File: src/rtl/ts_tx_pacer_if.sv
// ts_tx_pacer_if: TS generator write side and paced line side.
// master = generator/line model, slave = pacer.
interface ts_tx_pacer_if #(
   parameter int DEPTH = 4,
   parameter int DW    = 128
);
   logic [DW-1:0]            ts_i;
   logic                     ts_i_vld;
   logic                     ts_tx_fifo_full;
   logic                     wr_drop;
   logic [DW-1:0]            ts_o;
   logic                     ts_o_vld;
   logic                     ts_o_skp;
   logic [$clog2(DEPTH):0]   fifo_level;

   modport master (
      output ts_i, ts_i_vld,
      input  ts_tx_fifo_full, wr_drop,
      input  ts_o, ts_o_vld, ts_o_skp, fifo_level
   );

   modport slave (
      input  ts_i, ts_i_vld,
      output ts_tx_fifo_full, wr_drop,
      output ts_o, ts_o_vld, ts_o_skp, fifo_level
   );
endinterface

File: src/rtl/ts_tx_pacer.sv
// ts_tx_pacer: per-lane TS FIFO releasing one word per line-rate slot.
// Optional SKP insertion is built when TS_TX_SKP_INS_EN is defined.
module ts_tx_pacer #(
   parameter int DEPTH        = 4,
   parameter int DW           = 128,
   parameter int SKP_INTERVAL = 16
) (
   input  logic         clk,
   input  logic         rst,
   input  logic [5:0]   speed,
   input  logic         flush,
   ts_tx_pacer_if.slave bus
);
   localparam int AW = $clog2(DEPTH);
   localparam int LW = AW + 1;
   localparam logic [LW-1:0] FULL_LVL = LW'(DEPTH);

   typedef enum logic {IDLE, RUN} state_t;

   state_t        state_q;
   logic [DW-1:0] mem_q [DEPTH];
   logic [AW-1:0] wr_ptr_q;
   logic [AW-1:0] rd_ptr_q;
   logic [LW-1:0] level_q;
   logic [LW-1:0] level_d;
   logic [5:0]    cnt_q;
   logic [5:0]    ivl;
   logic          full_q;
   logic          drop_q;
   logic          vld_q;
   logic [DW-1:0] ts_q;
   logic [DW-1:0] ts_nxt;
   logic          push;
   logic          pop;
   logic          emit;
   logic          skp_pend;
   logic          skp_now;

   // Slot length minus one; anything not a clean Gen2..Gen5 is Gen1
   always_comb begin
      ivl = 6'd63;
      case (speed)
         6'b000001: ivl = 6'd63;
         6'b000010: ivl = 6'd31;
         6'b000100: ivl = 6'd15;
         6'b001000: ivl = 6'd7;
         6'b010000: ivl = 6'd3;
         default:   ivl = 6'd63;
      endcase
   end

   // Open slot with a queued word emits; writes gated by advertised full
   always_comb begin
      emit = 1'b0;
      if (!flush && level_q != '0)
         emit = (state_q == IDLE) || (cnt_q == 6'd0);
      skp_now = emit && skp_pend;
      pop     = emit && !skp_now;
      push    = bus.ts_i_vld && !full_q && !flush;
      level_d = level_q + LW'(push) - LW'(pop);
   end

`ifdef TS_TX_SKP_INS_EN
   localparam int SW = $clog2(SKP_INTERVAL + 1);
   localparam logic [127:0] SKP_W = {8'hBC, 8'h1C, 8'h1C, 8'h1C, 96'h0};

   logic [SW-1:0] skp_cnt_q;
   logic          skp_q;

   assign skp_pend = (skp_cnt_q == SW'(SKP_INTERVAL));
   assign ts_nxt   = skp_now ? DW'(SKP_W) : mem_q[rd_ptr_q];

   // Count data words since the last SKP; SKP slots do not pop
   always_ff @(posedge clk or negedge rst) begin
      if (!rst) begin
         skp_cnt_q <= '0;
         skp_q     <= 1'b0;
      end else begin
         skp_q <= skp_now;
         if (flush || skp_now)
            skp_cnt_q <= '0;
         else if (pop)
            skp_cnt_q <= skp_cnt_q + SW'(1);
      end
   end

   assign bus.ts_o_skp = skp_q;
`else
   assign skp_pend     = 1'b0;
   assign ts_nxt       = mem_q[rd_ptr_q];
   assign bus.ts_o_skp = 1'b0;
`endif

   // FIFO storage; data array needs no reset
   always_ff @(posedge clk) begin
      if (push)
         mem_q[wr_ptr_q] <= bus.ts_i;
   end

   // Pacer FSM, FIFO pointers and registered outputs
   always_ff @(posedge clk or negedge rst) begin
      if (!rst) begin
         state_q  <= IDLE;
         cnt_q    <= '0;
         wr_ptr_q <= '0;
         rd_ptr_q <= '0;
         level_q  <= '0;
         full_q   <= 1'b0;
         drop_q   <= 1'b0;
         vld_q    <= 1'b0;
         ts_q     <= '0;
      end else begin
         vld_q  <= 1'b0;
         drop_q <= bus.ts_i_vld && full_q && !flush;
         if (flush) begin
            state_q  <= IDLE;
            cnt_q    <= '0;
            wr_ptr_q <= '0;
            rd_ptr_q <= '0;
            level_q  <= '0;
            full_q   <= 1'b0;
         end else begin
            if (push)
               wr_ptr_q <= wr_ptr_q + AW'(1);
            if (pop)
               rd_ptr_q <= rd_ptr_q + AW'(1);
            level_q <= level_d;
            full_q  <= (level_d == FULL_LVL);
            case (state_q)
               IDLE: begin
                  if (emit) begin
                     state_q <= RUN;
                     cnt_q   <= ivl;
                  end
               end
               RUN: begin
                  if (cnt_q != 6'd0)
                     cnt_q <= cnt_q - 6'd1;
                  else if (emit)
                     cnt_q <= ivl;
                  else
                     state_q <= IDLE;
               end
               default: state_q <= IDLE;
            endcase
            if (emit) begin
               vld_q <= 1'b1;
               ts_q  <= ts_nxt;
            end
         end
      end
   end

   assign bus.ts_o            = ts_q;
   assign bus.ts_o_vld        = vld_q;
   assign bus.wr_drop         = drop_q;
   assign bus.ts_tx_fifo_full = full_q;
   assign bus.fifo_level      = level_q;
endmodule

File: src/flat_wrapper.sv
// flat-port wrapper written by rule: the top's interface ports become plain ports
module ts_tx_pacer_flat 
#(
   parameter int DEPTH        = 4,
   parameter int DW           = 128,
   parameter int SKP_INTERVAL = 16
)
  (clk, rst, speed, flush, bus_ts_i, bus_ts_i_vld, bus_ts_tx_fifo_full, bus_wr_drop, bus_ts_o, bus_ts_o_vld, bus_ts_o_skp, bus_fifo_level);
  ts_tx_pacer_if #(.DEPTH(DEPTH), .DW(DW)) bus_i ();
  input  logic clk;
  input  logic rst;
  input  logic [5:0] speed;
  input  logic flush;
  input wire logic [$bits(bus_i.ts_i)-1:0] bus_ts_i;
  input wire logic [$bits(bus_i.ts_i_vld)-1:0] bus_ts_i_vld;
  output wire logic [$bits(bus_i.ts_tx_fifo_full)-1:0] bus_ts_tx_fifo_full;
  output wire logic [$bits(bus_i.wr_drop)-1:0] bus_wr_drop;
  output wire logic [$bits(bus_i.ts_o)-1:0] bus_ts_o;
  output wire logic [$bits(bus_i.ts_o_vld)-1:0] bus_ts_o_vld;
  output wire logic [$bits(bus_i.ts_o_skp)-1:0] bus_ts_o_skp;
  output wire logic [$bits(bus_i.fifo_level)-1:0] bus_fifo_level;
  assign bus_i.ts_i = bus_ts_i;
  assign bus_i.ts_i_vld = bus_ts_i_vld;
  assign bus_ts_tx_fifo_full = bus_i.ts_tx_fifo_full;
  assign bus_wr_drop = bus_i.wr_drop;
  assign bus_ts_o = bus_i.ts_o;
  assign bus_ts_o_vld = bus_i.ts_o_vld;
  assign bus_ts_o_skp = bus_i.ts_o_skp;
  assign bus_fifo_level = bus_i.fifo_level;
  ts_tx_pacer #(.DEPTH(DEPTH), .DW(DW), .SKP_INTERVAL(SKP_INTERVAL)) u_core (.clk(clk), .rst(rst), .speed(speed), .flush(flush), .bus(bus_i));
endmodule
File: config.mk
export PLATFORM = sky130hd
export DESIGN_NAME = ts_tx_pacer_flat
export DESIGN_NICKNAME = d
export VERILOG_FILES = /design/src/rtl/ts_tx_pacer_if.sv /design/src/rtl/ts_tx_pacer.sv /design/src/flat_wrapper.sv
export SDC_FILE = /design/constraint.sdc
export NUM_CORES = 1
export LEC_CHECK = 0
export CAP_MARGIN = 20
export CORE_AREA = 4 4 238 240
export DETAILED_ROUTE_END_ITERATION = 7
export DIE_AREA = 0 0 242 244
export GPL_ROUTABILITY_DRIVEN = 0
export HOLD_SLACK_MARGIN = 0.08
export PLACE_DENSITY = 0.68
export SYNTH_ARGS = -nofsm -noshare
export SYNTH_HDL_FRONTEND = slang
export SYNTH_SLANG_ARGS = --single-unit
File: constraint.sdc
create_clock -name clk -period 11.1 [get_ports clk]
set_input_delay 2.22 -clock clk [delete_from_list [all_inputs] [get_ports clk]]
set_output_delay 2.22 -clock clk [all_outputs]
set_load 0.02 [all_outputs]
* Yosys cells after proc, flatten, opt, wreduce, memory -nomap -nowiden
Memories as Yosys holds them, arrays and structs flattened. A register that Yosys moved wholly into a read port is not among the register bits.
Index checks and enable logic that the tools add are counted.
** Storage, ports and cells
- Register bits :: 17
- Memories :: 1
- Bits in writable memories :: 512
- Input port bits :: 138
- Output and inout port bits :: 135
** Memory list
- u_core.mem_q :: words 4, width 128, read ports 1, clocked after Yosys merged registers in 1, write ports 1, line ts_tx_pacer.sv:21 : logic [DW-1:0] mem_q [DEPTH];
** Cells by class
- $add $sub $neg :: 5
- Reductions and logical operators :: 15
- Mux-type cells :: 19
- Eq/ne operators :: 5
- Bitwise logic cells :: 2
** Operator list (count)
- 6-bit case mux with 4 select lines :: 1
- 6-bit two-way mux :: 3
- 6-bit case mux with 2 select lines :: 1
- 1-bit two-way mux :: 8
- 2-bit two-way mux :: 4
- 6-bit by 2-bit == test with 1-bit output (second input constant) :: 1
- 6-bit by 3-bit == test with 1-bit output (second input constant) :: 1
- 6-bit by 4-bit == test with 1-bit output (second input constant) :: 1
- 6-bit by 5-bit == test with 1-bit output (second input constant) :: 1
- 6-bit logical NOT :: 1
- 6-bit nonzero test :: 1
- 6-bit by 1-bit subtractor with 6-bit output (second input constant) :: 1
- 1-bit logical AND :: 5
- 2-bit by 1-bit adder with 2-bit output (second input constant) :: 2
- 2-bit nonzero test :: 2
- 3-bit by 1-bit adder with 3-bit output :: 1
- 3-bit == test (second input constant) :: 1
- 1-bit logical NOT :: 3
- 3-bit two-way mux :: 1
- 3-bit nonzero test :: 1
- 3-bit by 1-bit subtractor with 3-bit output :: 1
- 1-bit NOT :: 2
- 1-bit case mux with 2 select lines :: 1
- 2-bit AND reduction :: 1
- 1-bit logical OR :: 1

* Depth between registers and ports, before layout
Gate-level depths: netlist of run 1.
- Word-level depth :: 7
- Mapped depth :: 15
- Depth with buffers taken out :: 12

* Worst setup path before layout of run 1
OpenSTA, ideal clock, no wires.
- Path kind :: input-to-reg
- Start point :: in flush
- End point :: mem u_core.mem_q[0][0] (enable)
- Cell stages on the path :: 3
- Data arrival time :: 5.747 ns
- Setup slack :: 4.851 ns
- Cell sequence :: clkbuf_1 -> nor3b_1 -> and2_1
** On the way
- Longest elaborated chain between the ends :: 4
** Ends and longest elaborated chain
- start, declared :: line flat_wrapper.sv:13 : input logic flush;
- 1-bit logical NOT :: line ts_tx_pacer.sv:59 : push = bus.ts_i_vld && !full_q && !flush;
- 1-bit logical AND :: line ts_tx_pacer.sv:59
- 1-bit two-way mux :: line ts_tx_pacer.sv:96 : if (push)
- 1-bit two-way mux (not written as such) :: line ts_tx_pacer.sv:97 : mem_q[wr_ptr_q] <= bus.ts_i;
- end, declared :: line ts_tx_pacer.sv:21
No other way between the ends.

* Worst setup path after layout of run 1
- Start point :: in flush
- End point :: mem u_core.mem_q[2][29] (enable)
Same word-level chain as after synthesis.

==> results.tsv, run 1 <==
metric	value	unit
status	finished clean	
synth_area_leaders	edfxtp_1, dfrtp_1, mux4_2	
slowest_stage	buf_4	
fin_tns_setup	0	ps
fin_crit	5620	ps
drc	0	
antenna_found_initial	7	
track_usage	16.4	%
cts_resized	0	
setup_viol	0	
clockPowerShare	28.8	%
seqPwrFrac	42.3	%
cp_data_arrival_time	5810	ps
cts-root-buf	clkbuf_16	
grt_pass1_wl	73.5	mm
pin_count	273	
slew_violations	0	
drive_above_1_share	21.8	%
clkTransAtPathRegs	60	ps
crit_top_cell	buf_4	
synthFlopType	edfxtp_1	
overflow	0	
synthArstFlopShare	22.1	%
fill_cells	4109	
switching_share	28.4	%
rr_worst_depth	12	
layout_common_cells	edfxtp_1, clkdlybuf4s50_1, dfrtp_1	
placed_cell_area	27700	um2
regArea	19000	um2
syn_inst	1044	
hold_viol	0	
rows	86	
maxSlewHeadroom	27.7	%
die_h	244	um
crit_chain	clkdlybuf4s50_1 > nor3b_1 > and2_4 > buf_4 > buf_4	
power.total	7.74	mW
setup.worst_path.end	u_core.mem_q[2][29]	
die_w	242	um
leakage	10.1	nW
yosys_warnings	0	
htree_levels	3	
path_class	in -> reg	
yosys.area.top_type	edfxtp_1	
cts_setup_buffers	0	
intPower	5.54	mW
synthesis.area	24300	um2
max_freq	0.178	GHz
slowest_delay	880	ps
hp-class	reg -> reg	
grt_pass1_vias	11957	
startpoint_type	input port	
r2r-end	u_core.bus.ts_tx_fifo_full	
initial_core_util	44.4	%
peakVddDrop	176	uV
dp_slack	4880	ps
cp-end-kind	flip-flop	
regToRegSetupSlack	7650	ps
startpoint	flush	
drt-vias-per-instance	5.25	
synth-edff-count	512	
cp.required	11290	ps
ys_ff_latch	657	
power_density	258	nW/um2
nets	1501	
yosysTopAreaCellShare	63.3	%
comb_power_share	28.9	%
finalCritPeriodShare	50.6	%
vias	11122	
core-area	54700	um2
clock_sinks	657	
fin_worst_skew	21.3	ps
tightest_slew	1080	ps
rsz0062_at_grt	false	
syn_avg_cell_area	23.2	um2
synth_nets	1190	
cts_max_path_buffers	3	
cts_tree	yes	
drtPass1Iterations	5	
portBuffers	271	
p_switching	2.20	mW
fin_area	29900	um2
hold_buffers	0	
synth-seq-area-share	78.3	%
finalWorstSetupSlack	5480	ps
timing.hold.ws	483	ps
worstHoldStart	u_core.bus.ts_o[58]	
synth_cell_type_count	45	
r2r-start	u_core.cnt_q[0]	
finalNonFillerCells	2120	
grt_max_degree	70	
utilization	54.8	%
wl_per_cell	22.8	um
cts_buffers	69	
syn_to_final_growth	23.3	%
dp.cells	1987	
ant_nets	0	
dieArea	59000	um2
drt_wl_total	48.4	mm
multi_input_area	4930	um2
clk-insertion-delay-late	590	ps
final_common_cell	edfxtp_1	
max_cap_violations	0	
drt-initial-drc-count	663	
cp_max_fo	65	
dp_hpwl	28.0	mm
[critical path, delay by kind of cell]
family | cells | cell delay, ps
buffers and inverters | 3 | 2320
AND/OR/NAND/NOR | 2 | 1090
[cell type report]
class                           count  area share [%]
Sequential cell                   657            63.5
Multi-Input combinational cell    331            16.5
Timing Repair Buffer              287            9.54
Clock buffer                      100            6.50
Tap cell                          704            2.94
Clock inverter                     28           0.890
Inverter                            9           0.113
Antenna cell                        4          0.0334
[how the worst min path moves through the flow]
stage,cells past startpoint,endpoint,slack (ps)
3_3_place_gp,1,u_core.bus.ts_o[65],470
2_1_floorplan,1,u_core.cnt_q[0],480
3_5_place_dp,1,u_core.bus.ts_o[58],470
6_report,1,u_core.bus.ts_o[58],480
4_1_cts,1,u_core.bus.ts_o[58],490
5_1_grt,1,u_core.bus.ts_o[88],500
[metal layers]
layer | wire length [um] | global-route usage (%) | share of wire [%]
met5 | 21 | 0 | 0.043
met3 | 2740 | 4.24 | 5.7
met1 | 20400 | 21.9 | 42
met4 | 967 | 4.99 | 2.0
met2 | 24300 | 26.9 | 50
[cell usage after synthesis, types with 2 or more instances]
cell,number
edfxtp_1,512
dfrtp_1,145
mux4_2,128
mux2_1,79
mux2_2,50
buf_2,17
clkbuf_1,17
buf_8,9
inv_1,9
nor2_1,8
ha_1,7
nor3_1,6
xnor2_1,5
a21oi_1,4
and2_1,4
a221oi_1,3
nor3b_1,3
xor2_1,3
a2111oi_0,2
a211oi_1,2
buf_6,2
mux2i_1,2
nand2b_1,2
nor2b_1,2
o21ai_0,2
or2_2,2
[power groups by stage]
stage          logic [mW]  registers [mW]  clock network, mW
2_1_floorplan        1.15            3.56                  0
3_3_place_gp         2.25            3.31                  0
3_5_place_dp         2.28            3.32                  0
4_1_cts              2.29            3.28               2.30
5_1_grt              2.40            3.31               2.40
6_report             2.24            3.27               2.23
[flip-flops by register name, summed over array words and instances, names as in the netlist]
name                        flops
u_core.cnt_q                    6
u_core.wr_ptr_q                 2
u_core.bus.ts_o               128
u_core.bus.ts_tx_fifo_full      1
u_core.state_q                  1
u_core.bus.fifo_level           3
u_core.rd_ptr_q                 2
u_core.bus.wr_drop              1
u_core.mem_q                  512
u_core.bus.ts_o_vld             1
[kinds of logic after synthesis]
logic type      Yosys count  synth area share (%)
compound gates           20                 0.644
flops                   657                  78.3
fa+ha+maj                 8                 0.443
other cells               1                0.0154
mux                     259                  17.9
xor+xnor                  8                 0.289
buf+inv                  56                  1.45
simple gates             35                 0.923
Note: power is estimated with default switching activity, not from simulation.
==> run 2: changes to the inputs <==
==> constraint.sdc (replaced) <==
create_clock -name clk -period 5.75 [get_ports clk]
set_input_delay 1.15 -clock clk [delete_from_list [all_inputs] [get_ports clk]]
set_output_delay 1.15 -clock clk [all_outputs]
set_load 0.02 [all_outputs]
==> run 2 against run 1 <==
Effect of this change:
- clock-buffer cell count shrank 1
- critical path depth shrank 1
- final cell count shrank 0.24%
- first-iteration DRC count grew 4.8%
- die area is the same
- sequential share of layout area shrank 0.24 points
- global-route usage shrank 0.081 points
- flip-flop and latch count is the same
- non-clock buffer count shrank 2
- via count grew 0.24%
- wire length shrank 1.3%
- combinational power grew 96%
- critical endpoint is now u_core.mem_q[0][105]
- highest routed layer unchanged
==> results.tsv, run 2 (synthesis gave the netlist of run 1 again) <==
metric	value	unit
status	finished clean	
path_class	in -> reg	
ant_nets	0	
setup_viol	0	
regMostFlops	u_core.mem_q	
cp_max_fo	71	
hold_viol	0	
fin_tns_setup	0	ps
hold_buffers	0	
syn_to_final_growth	23.8	%
startpoint	flush	
timing.hold.ws	480	ps
dieArea	59000	um2
die_w	242	um
regToRegSetupSlack	2870	ps
fin_worst_skew	18.1	ps
cts_resized	0	
layout_common_cells	edfxtp_1, clkdlybuf4s50_1, dfrtp_1	
r2r-end	u_core.bus.ts_tx_fifo_full	
initial_core_util	44.4	%
max_cap_violations	0	
die_h	244	um
drt-initial-drc-count	695	
grt_pass1_vias	11993	
tightest_slew	901	ps
wl_per_cell	22.6	um
dp_hpwl	26.9	mm
startpoint_type	input port	
slowest_stage	clkdlybuf4s50_1	
drt_wl_total	47.8	mm
power_density	498	nW/um2
core-area	54700	um2
cts_max_path_buffers	3	
crit_chain	clkdlybuf4s50_1 > nor3b_1 > and2_4 > buf_12	
drive_above_1_share	21.8	%
htree_levels	3	
cp_data_arrival_time	3650	ps
clk-insertion-delay-late	580	ps
hold_end	u_core.bus.ts_o[66]	
rr_worst_depth	12	
peakVddDrop	341	uV
rsz0062_at_grt	false	
cts_buffers	68	
clkTransAtPathRegs	50	ps
portBuffers	271	
leakage	10.1	nW
nets	1498	
maxSlewHeadroom	39.9	%
crit_buf_inv	2	
pin_count	273	
cts_tree	yes	
clock_sinks	657	
grt_max_degree	131	
antenna_found_initial	7	
r2r-start	u_core.cnt_q[0]	
largest_reg_flops	512	
drt-vias-per-instance	5.27	
max_freq	0.291	GHz
drtPass1Iterations	4	
grt_pass1_wl	73.6	mm
hp-class	reg -> reg	
cts_setup_buffers	0	
worstHoldStart	u_core.bus.ts_o[66]	
fin_crit	3440	ps
track_usage	16.3	%
final_common_cell	edfxtp_1	
critPathTopFamily	simple AND/OR/NAND/NOR gates	
cp-end-kind	flip-flop	
cp.required	5960	ps
whs_path_depth	1	
overflow	0	
rows	86	
drc	0	
slew_violations	0	
cts-root-buf	clkbuf_16	
finalCritPeriodShare	59.8	%
slowest_delay	770	ps
vias	11149	
-- run 2: cell count changes in the layout (fill, tap and decap cells not counted), sizes merged --
cell | before | now
clkinvlp | 4 | 3
inv | 15 | 9
clkbuf | 100 | 99
clkinv | 14 | 19
diode | 4 | 5
bufinv | 4 | 3
buf | 17 | 15
-- run 2: worst max-delay path by stage --
stage	cells after the start	slack (ps)	endpoint
after detailed placement	4	1730	u_core.mem_q[0][47]
after floorplan	3	570	u_core.mem_q[1][0]
after global placement	4	1760	u_core.mem_q[0][47]
final	4	2310	u_core.mem_q[0][105]
after CTS	4	2350	u_core.mem_q[0][49]
after global routing	4	2190	u_core.mem_q[0][105]
-- run 2: area by class of cell --
type,count,area [um2]
fillers,4119,24600
flip-flops and latches,657,19000
multi-input cells,331,4930
repair buffers,285,2950
clock buffers,99,2020
well taps,704,881
clock inverters,25,201
inverters,9,33.8
diodes,5,12.5
-- run 2: worst register-to-register path, delay by kind of cell (launching register included) --
family	cells	cell delay, ps
fa+ha+maj	4	1040
simple gates	3	520
compound gates	1	500
flops	1	410
buf+inv	3	180
xor+xnor	1	150
-- run 2: routing by layer --
metal  global-route usage [%]  part of all wire, %  vias up
li1                         -                    -     4906
met3                     4.50                  6.5       59
met4                     4.63                  1.8        6
met2                     26.7                   49      308
met5                        0                0.086        -
met1                     21.9                   42     5870
-- run 2: power breakdown --
part | total, mW | internal, mW | switching [mW] | leakage [nW]
logic | 4.38 | 2.29 | 2.09 | 2.63
clock network | 4.29 | 2.58 | 1.71 | 1.09
registers | 6.29 | 5.89 | 0.401 | 6.37
-- run 2: metrics by stage --
stage / std cells / total power [mW] / utilization, % / setup slack [ps] / area (um2)
2_1_floorplan: 1044 / 9.10 / - / 571 / 24300
3_3_place_gp: 1985 / 10.8 / 50.8 / 1760 / 27800
3_5_place_dp: 1985 / 10.8 / 50.8 / 1730 / 27800
4_1_cts: 2109 / 15.2 / 54.9 / 2350 / 30000
5_1_grt: 2110 / 15.7 / 54.9 / 2190 / 30000
6_report: 2115 / 15.0 / 55.0 / 2310 / 30000
